--- config.mk ---
export PLATFORM = sky130hd
export DESIGN_NAME = dcache_wb_scheduler
export DESIGN_NICKNAME = d
export VERILOG_FILES = /design/src/rtl/cpu_axi_pkg.sv /design/src/rtl/dcache_wb_scheduler_line_fifo.sv /design/src/rtl/dcache_wb_scheduler.sv
export SDC_FILE = /design/constraint.sdc
export NUM_CORES = 1
export LEC_CHECK = 0
export BUFFER_PORTS_ARGS = -buffer_cell sky130_fd_sc_hd__buf_4
export CAP_MARGIN = 20
export CORE_AREA = 10 10 223 437
export CTS_CLUSTER_DIAMETER = 40
export CTS_CLUSTER_SIZE = 28
export DETAILED_ROUTE_END_ITERATION = 12
export DIE_AREA = 0 0 233 447
export PLACE_DENSITY = 0.69
export SLEW_MARGIN = 10
export SYNTH_ARGS = -nofsm -noshare
export SYNTH_HDL_FRONTEND = slang
export SYNTH_SLANG_ARGS = --single-unit
--- constraint.sdc ---
create_clock -name clk -period 10.4 [get_ports clk]
set_input_delay 1.04 -clock clk [delete_from_list [all_inputs] [get_ports clk]]
set_output_delay 1.04 -clock clk [all_outputs]
set_load 0.01 [all_outputs]
--- src/rtl/cpu_axi_pkg.sv ---
// -----------------------------------------------------------------------------
// cpu_axi_pkg
// Shared AXI constants, write-back scheduler state encoding and line-address
// helper used by dcache_wb_scheduler and its line FIFO.
//   AXSIZE_WORD : AxSIZE for 32-bit beats
//   WSTRB_FULL  : all byte lanes enabled
//   wb_state_t  : scheduler FSM encoding
//   line_addr() : clears the byte-offset bits of an address
// -----------------------------------------------------------------------------
package cpu_axi_pkg;

    localparam logic [2:0] AXSIZE_WORD = 3'b010;
    localparam logic [3:0] WSTRB_FULL  = 4'hf;

    typedef enum logic [1:0] {
        WB_IDLE = 2'd0,
        WB_AW   = 2'd1,
        WB_W    = 2'd2,
        WB_B    = 2'd3
    } wb_state_t;

    function automatic logic [31:0] line_addr(input logic [31:0] addr,
                                              input int unsigned offset_w);
        logic [31:0] mask;
        mask = (32'h1 << offset_w) - 32'h1;
        return addr & ~mask;
    endfunction

endpackage

--- src/rtl/dcache_wb_scheduler_line_fifo.sv ---
// -----------------------------------------------------------------------------
// wb_line_fifo
// Storage for evicted dirty lines awaiting write-back, in FIFO order, with a
// parallel line-address match against every occupied entry.
// Optional macro: WB_FWD_EN -- adds fwd_data, the queried word taken from the
// youngest matching entry.
// Ports:
//   clk, rst          clock, asynchronous active-high reset
//   push              write push_addr/push_data at tail (caller ensures !full)
//   pop               retire the head entry (caller ensures !empty)
//   query_addr        address compared against all occupied entries
//   query_hit         some occupied entry holds the queried line
//   fwd_data          (WB_FWD_EN) queried word from the youngest match
//   head_addr/data    oldest entry, stable until it is popped
//   full, empty       occupancy flags
// -----------------------------------------------------------------------------
module wb_line_fifo
    import cpu_axi_pkg::*;
#(
    parameter int DEPTH      = 4,
    parameter int LINE_WORDS = 8,
    parameter int OFFSET_W   = 5
) (
    input  logic                       clk,
    input  logic                       rst,
    input  logic                       push,
    input  logic [31:0]                push_addr,
    input  logic [LINE_WORDS*32-1:0]   push_data,
    input  logic                       pop,
    input  logic [31:0]                query_addr,
    output logic                       query_hit,
`ifdef WB_FWD_EN
    output logic [31:0]                fwd_data,
`endif
    output logic [31:0]                head_addr,
    output logic [LINE_WORDS*32-1:0]   head_data,
    output logic                       full,
    output logic                       empty
);

    localparam int PTR_W = $clog2(DEPTH);
    localparam int CNT_W = PTR_W + 1;

    logic [31:0]              addr_mem [DEPTH];
    logic [LINE_WORDS*32-1:0] data_mem [DEPTH];

    logic [PTR_W-1:0] head;
    logic [PTR_W-1:0] tail;
    logic [CNT_W-1:0] count;

    logic [DEPTH-1:0] match_vec;
    logic [PTR_W-1:0] age_q;
    logic [31:0]      q_line;

    always_ff @(posedge clk or posedge rst) begin
        if (rst) begin
            head  <= '0;
            tail  <= '0;
            count <= '0;
        end else begin
            if (push) tail <= tail + 1'b1;
            if (pop)  head <= head + 1'b1;
            case ({push, pop})
                2'b10:   count <= count + 1'b1;
                2'b01:   count <= count - 1'b1;
                default: count <= count;
            endcase
        end
    end

    always_ff @(posedge clk) begin
        if (push) begin
            addr_mem[tail] <= push_addr;
            data_mem[tail] <= push_data;
        end
    end

    assign full      = (count == CNT_W'(DEPTH));
    assign empty     = (count == '0);
    assign head_addr = addr_mem[head];
    assign head_data = data_mem[head];
    assign q_line    = line_addr(query_addr, OFFSET_W);

    // A slot is occupied when its distance from head is below count; the head
    // stays occupied until its B handshake, so in-flight lines still match.
    always_comb begin
        match_vec = '0;
        age_q     = '0;
        for (int i = 0; i < DEPTH; i++) begin
            age_q        = PTR_W'(i) - head;
            match_vec[i] = ({1'b0, age_q} < count) &&
                           (line_addr(addr_mem[i], OFFSET_W) == q_line);
        end
    end

    assign query_hit = |match_vec;

`ifdef WB_FWD_EN
    logic [PTR_W-1:0]    young_idx;
    logic [PTR_W-1:0]    idx_q;
    logic [OFFSET_W-3:0] q_word;

    // Walk oldest to youngest; the last match seen is the most recent copy.
    always_comb begin
        young_idx = head;
        idx_q     = head;
        for (int k = 0; k < DEPTH; k++) begin
            idx_q = head + PTR_W'(k);
            if (match_vec[idx_q]) young_idx = idx_q;
        end
    end

    assign q_word   = query_addr[OFFSET_W-1:2];
    assign fwd_data = data_mem[young_idx][{q_word, 5'b0} +: 32];
`endif

endmodule

--- src/rtl/dcache_wb_scheduler.sv ---
// -----------------------------------------------------------------------------
// dcache_wb_scheduler
// Victim write-back buffer between d_cache and the AXI write channel. Whole
// dirty lines are queued in one cycle and drained in order as one INCR burst
// per line (AW, then LINE_WORDS W beats, then B). query_hit lets d_cache stall
// a refill of a line that is still queued or in flight.
// Optional macro: WB_FWD_EN -- adds fwd_data; query_hit then means the word
// can be forwarded from the buffer.
// Ports:
//   clk, rst                 clock, asynchronous active-high reset
//   push_valid/ready/addr/data   line push from d_cache
//   query_addr, query_hit    refill hazard check (fwd_data with WB_FWD_EN)
//   empty                    nothing queued and no burst outstanding
//   aw*, w*, b*              AXI write address / data / response channels
// -----------------------------------------------------------------------------
// state | meaning
// IDLE  | no burst; start one when a line is queued
// AW    | awvalid high for the head line
// W     | streaming head words, beat selects the word
// B     | waiting for the response; head popped on bvalid
// -----------------------------------------------------------------------------
module dcache_wb_scheduler
    import cpu_axi_pkg::*;
#(
    parameter int DEPTH      = 4,
    parameter int LINE_WORDS = 8,
    parameter int OFFSET_W   = 5
) (
    input  logic                       clk,
    input  logic                       rst,
    input  logic                       push_valid,
    output logic                       push_ready,
    input  logic [31:0]                push_addr,
    input  logic [LINE_WORDS*32-1:0]   push_data,
    input  logic [31:0]                query_addr,
    output logic                       query_hit,
`ifdef WB_FWD_EN
    output logic [31:0]                fwd_data,
`endif
    output logic                       empty,
    output logic [31:0]                awaddr,
    output logic [3:0]                 awlen,
    output logic [2:0]                 awsize,
    output logic                       awvalid,
    input  logic                       awready,
    output logic [31:0]                wdata,
    output logic [3:0]                 wstrb,
    output logic                       wlast,
    output logic                       wvalid,
    input  logic                       wready,
    input  logic                       bvalid,
    output logic                       bready
);

    localparam int BEAT_W = $clog2(LINE_WORDS);

    localparam logic [1:0] ST_IDLE = WB_IDLE;
    localparam logic [1:0] ST_AW   = WB_AW;
    localparam logic [1:0] ST_W    = WB_W;
    localparam logic [1:0] ST_B    = WB_B;

    logic [1:0]              state;
    logic [BEAT_W-1:0]       beat;
    logic                    last_beat;
    logic                    fifo_full;
    logic                    fifo_empty;
    logic                    push;
    logic                    pop;
    logic [31:0]             head_addr;
    logic [LINE_WORDS*32-1:0] head_data;

    // Ready comes from the registered count only: a same-cycle pop does not
    // open a slot, which keeps push_ready free of any AXI input path.
    assign push_ready = ~fifo_full;
    assign push       = push_valid & push_ready;
    assign pop        = bready & bvalid;

    wb_line_fifo #(
        .DEPTH      (DEPTH),
        .LINE_WORDS (LINE_WORDS),
        .OFFSET_W   (OFFSET_W)
    ) u_fifo (
        .clk        (clk),
        .rst        (rst),
        .push       (push),
        .push_addr  (push_addr),
        .push_data  (push_data),
        .pop        (pop),
        .query_addr (query_addr),
        .query_hit  (query_hit),
`ifdef WB_FWD_EN
        .fwd_data   (fwd_data),
`endif
        .head_addr  (head_addr),
        .head_data  (head_data),
        .full       (fifo_full),
        .empty      (fifo_empty)
    );

    assign last_beat = (beat == BEAT_W'(LINE_WORDS - 1));

    always_ff @(posedge clk or posedge rst) begin
        if (rst) begin
            state <= ST_IDLE;
            beat  <= '0;
        end else begin
            case (state)
                ST_IDLE: begin
                    if (!fifo_empty) state <= ST_AW;
                end
                ST_AW: begin
                    if (awready) begin
                        state <= ST_W;
                        beat  <= '0;
                    end
                end
                ST_W: begin
                    if (wready) begin
                        if (last_beat) state <= ST_B;
                        else           beat  <= beat + 1'b1;
                    end
                end
                ST_B: begin
                    if (bvalid) state <= ST_IDLE;
                end
                default: state <= ST_IDLE;
            endcase
        end
    end

    // Valids are pure state decodes so reset drops them without a clock edge.
    assign awvalid = (state == ST_AW);
    assign wvalid  = (state == ST_W);
    assign bready  = (state == ST_B);
    assign wlast   = wvalid & last_beat;

    assign awaddr  = line_addr(head_addr, OFFSET_W);
    assign awlen   = 4'(LINE_WORDS - 1);
    assign awsize  = AXSIZE_WORD;
    assign wdata   = head_data[{beat, 5'b0} +: 32];
    assign wstrb   = WSTRB_FULL;

    assign empty   = fifo_empty && (state == ST_IDLE);

endmodule

==> flow_metrics.tcl <==
set metrics [dict create \
    crit_chain "buf_4 > buf_4 > mux4_2 > mux2i_1 > o22a_1 > o221ai_1 > buf_4" \
    synth-xor-area-share 0.0224 \
    synth_common_cells "edfxtp_1 (1,132), mux4_2 (283), mux2i_1 (129)" \
    cts-htree-levels 3 \
    fin_crit_sh 0.529 \
    via_per_inst 5.82 \
    worstPathArrival_ps 4460 \
    root_buffer "clkbuf_16" \
    cts_inserted_buffers 82 \
    gp_routability_congestion 0.890 \
    synthCells 1960 \
    startpoint_type "flip-flop" \
    setup_viol 0 \
    worstSetupPathType "reg2out" \
    tns_ps 0 \
    hp-class "in2async" \
    period_minus_slack_ps 5500 \
    grt_use_total 0.203 \
    ant_nets 0 \
    grt_max_degree 163 \
    status "complete, no violations" \
    ios 408 \
    gr-total-overflow 0 \
    vias 21000 \
    netlist.area_leader.share 0.757 \
    drv_cap 0 \
    core_area_sq_um 90200 \
    grt_pass1_vias 22700 \
    grt_pass1_wl_mm 154 \
    whs_ps 412 \
    clk_pin_slew_ps 80 \
    synth-simple-area-share 0.00783 \
    crit_family "buffers and inverters" \
    power_density_nw_per_um2 276 \
    fp-row-count 156 \
    grt_setup_unrepaired "no" \
    yosysUniqueCellTypes 37 \
    first_iter_violations 1612 \
    post_cts_buffers 0 \
    synth-compound-area-share 0.0152 \
    yosys_warnings 0 \
    hold_buffers 0 \
    first_pass_iters 7 \
    syn_avg_cell_area_sq_um 22.9 \
    antenna_found_initial 19 \
    wirelength_mm 106 \
    cts_resized 0 \
    yosysMostFrequentCell "edfxtp_1" \
    wl_per_cell_um 29.3 \
    drc 0 \
    ys_ff_latch 1144 \
    drive_above_1_share 0.351 \
    cts_sinks 1144 \
    max-clock-path-buffers 3 \
    slew_headroom 0.0372 \
    cts_tree "done" \
    yosys.area.top_type "edfxtp_1" \
    synth_fa_ha_area_frac 0.00490 \
    io_buffers 381 \
    crit_path_end_kind "output port" \
    die_h_um 447 \
    crit_buf_inv 3 \
    area_growth_syn_to_layout_pct 15.7 \
    cp_common_cell "buf_4" \
    synth_seq_area_share 0.764 \
    synthArstFlopShare 0.0105 \
    irDropWorstVdd_v 0.000237 \
    fmax_mhz 182 \
    finalHoldViolCount 0 \
    die_area_sq_um 104000 \
    fin_skew_ps 29.9 \
    slowest_stage "dfrtp_4" \
    synth.area.top_cells "edfxtp_1 (76%), mux4_2 (14%), mux2i_1 (2.9%)" \
    start_util 0.498 \
    synthFlopType "edfxtp_1" \
    synth.mux.area_fraction 0.171 \
    chipWidth_um 233 \
    nets 2698 \
    worstMarginPinSlew_ps 1440 \
    synth_edf_count 1132 \
    cp_slowest_stage_delay_ps 1080 \
    slew_viol_final 0 \
    clk_latency_ps 690 \
    required_ps 9360 \
    p_leak_nw 17.1 \
    synth_top_family_by_area "multiplexers" \
    hpwl_mm 67.6 \
    syn_area_sq_um 44900 \
    crit_path_max_fanout 46 \
]
[power breakdown]
part	switching [W]	internal, W
logic	0.00237	0.00204
clock network	0.00176	0.00171
registers	0.000380	0.00608
total	0.00450	0.00983
[kinds of logic (layout without fill, tap and decap cells)]
| logic type | count (synthesis) | in the layout |
|---|---|---|
| XOR/XNOR | 115 | 115 |
| other | 2 | 17 |
| buffers and inverters | 124 | 571 |
| multiplexers | 413 | 413 |
| AND/OR/NAND/NOR | 62 | 62 |
| flip-flops | 1144 | 1144 |
| AO/OA/AOI/OAI | 83 | 83 |
| adder cells (fa/ha/maj) | 17 | 17 |
[layout make-up]
type | instances | area, sq um
Antenna cell | 1 | 2.50
Clock buffer | 88 | 2140
Clock inverter | 62 | 840
Fill cell | 6602 | 38200
Inverter | 14 | 52.6
Multi-Input combinational cell | 706 | 10000
Sequential cell | 1144 | 34300
Tap cell | 1185 | 1480
Timing Repair Buffer | 407 | 3120
[placed cells by master (no fill, tap or decap), types with 6 or more instances in the layout]
| master | count |
|---|---|
| nor4_1 | 23 |
| inv_12 | 13 |
| buf_4 | 402 |
| inv_6 | 10 |
| o22a_1 | 32 |
| nand2_1 | 6 |
| a21oi_1 | 6 |
| xnor2_1 | 15 |
| conb_1 | 16 |
| inv_8 | 10 |
| inv_1 | 14 |
| dfrtp_1 | 8 |
| mux4_2 | 283 |
| clkinv_8 | 10 |
| o221ai_1 | 32 |
| nor2_1 | 6 |
| xor2_1 | 100 |
| edfxtp_1 | 1132 |
| ha_1 | 16 |
| nand4_1 | 6 |
| clkbuf_16 | 85 |
| mux2i_1 | 129 |
[layer usage]
layer / share of wire / vias up / track usage
met1: 0.37 / 11100 / 0.240
met5: 0.0026 / - / 0
met3: 0.068 / 156 / 0.0527
met4: 0.030 / 36 / 0.0742
met2: 0.53 / 653 / 0.353
li1: - / 9053 / -
[per-stage QoR]
| stage | power (W) | util | std cells | cell area, sq um | worst slack [ps] |
|---|---|---|---|---|---|
| 2_1_floorplan | 0.00967 | - | 1974 | 45000 | 2190 |
| 4_1_cts | 0.0146 | 0.576 | 3606 | 52000 | 4630 |
| 5_1_grt | 0.0150 | 0.576 | 3607 | 52000 | 4460 |
| 3_3_place_gp | 0.0110 | 0.543 | 3456 | 49000 | 5420 |
| 6_report | 0.0143 | 0.576 | 3607 | 52000 | 4900 |
| 3_5_place_dp | 0.0111 | 0.543 | 3456 | 49000 | 5400 |
[worst register-to-register path, stage by stage (launching register included)]
cell and delay, ps:
dfrtp_1 470, inv_1 120, nand3_1 210, and3_4 890
buf_4 990
[final timing paths]
check | startpoint | to | slack [ps] | cells after the start
max | u_fifo.head[0] | wdata[1] | 4900 | 7
min | rst | u_fifo.count[0] | 410 | 2
max reg2reg | u_fifo.count[0] | u_fifo.data_mem[1][214] | 7270 | 4
min reg2reg | state[1] | state[1] | 590 | 1
max in group asynchronous | rst | beat[0] | 9600 | 2
min in group clk | push_data[181] | u_fifo.data_mem[2][181] | 540 | 1
[sequential cells by signal, summed over array words and instances (netlist names)]
register,cells
beat,3
u_fifo.data_mem,1024
u_fifo.tail,2
u_fifo.addr_mem,108
state,2
u_fifo.count,3
u_fifo.head,2
Note: power is estimated with default switching activity, not from simulation.
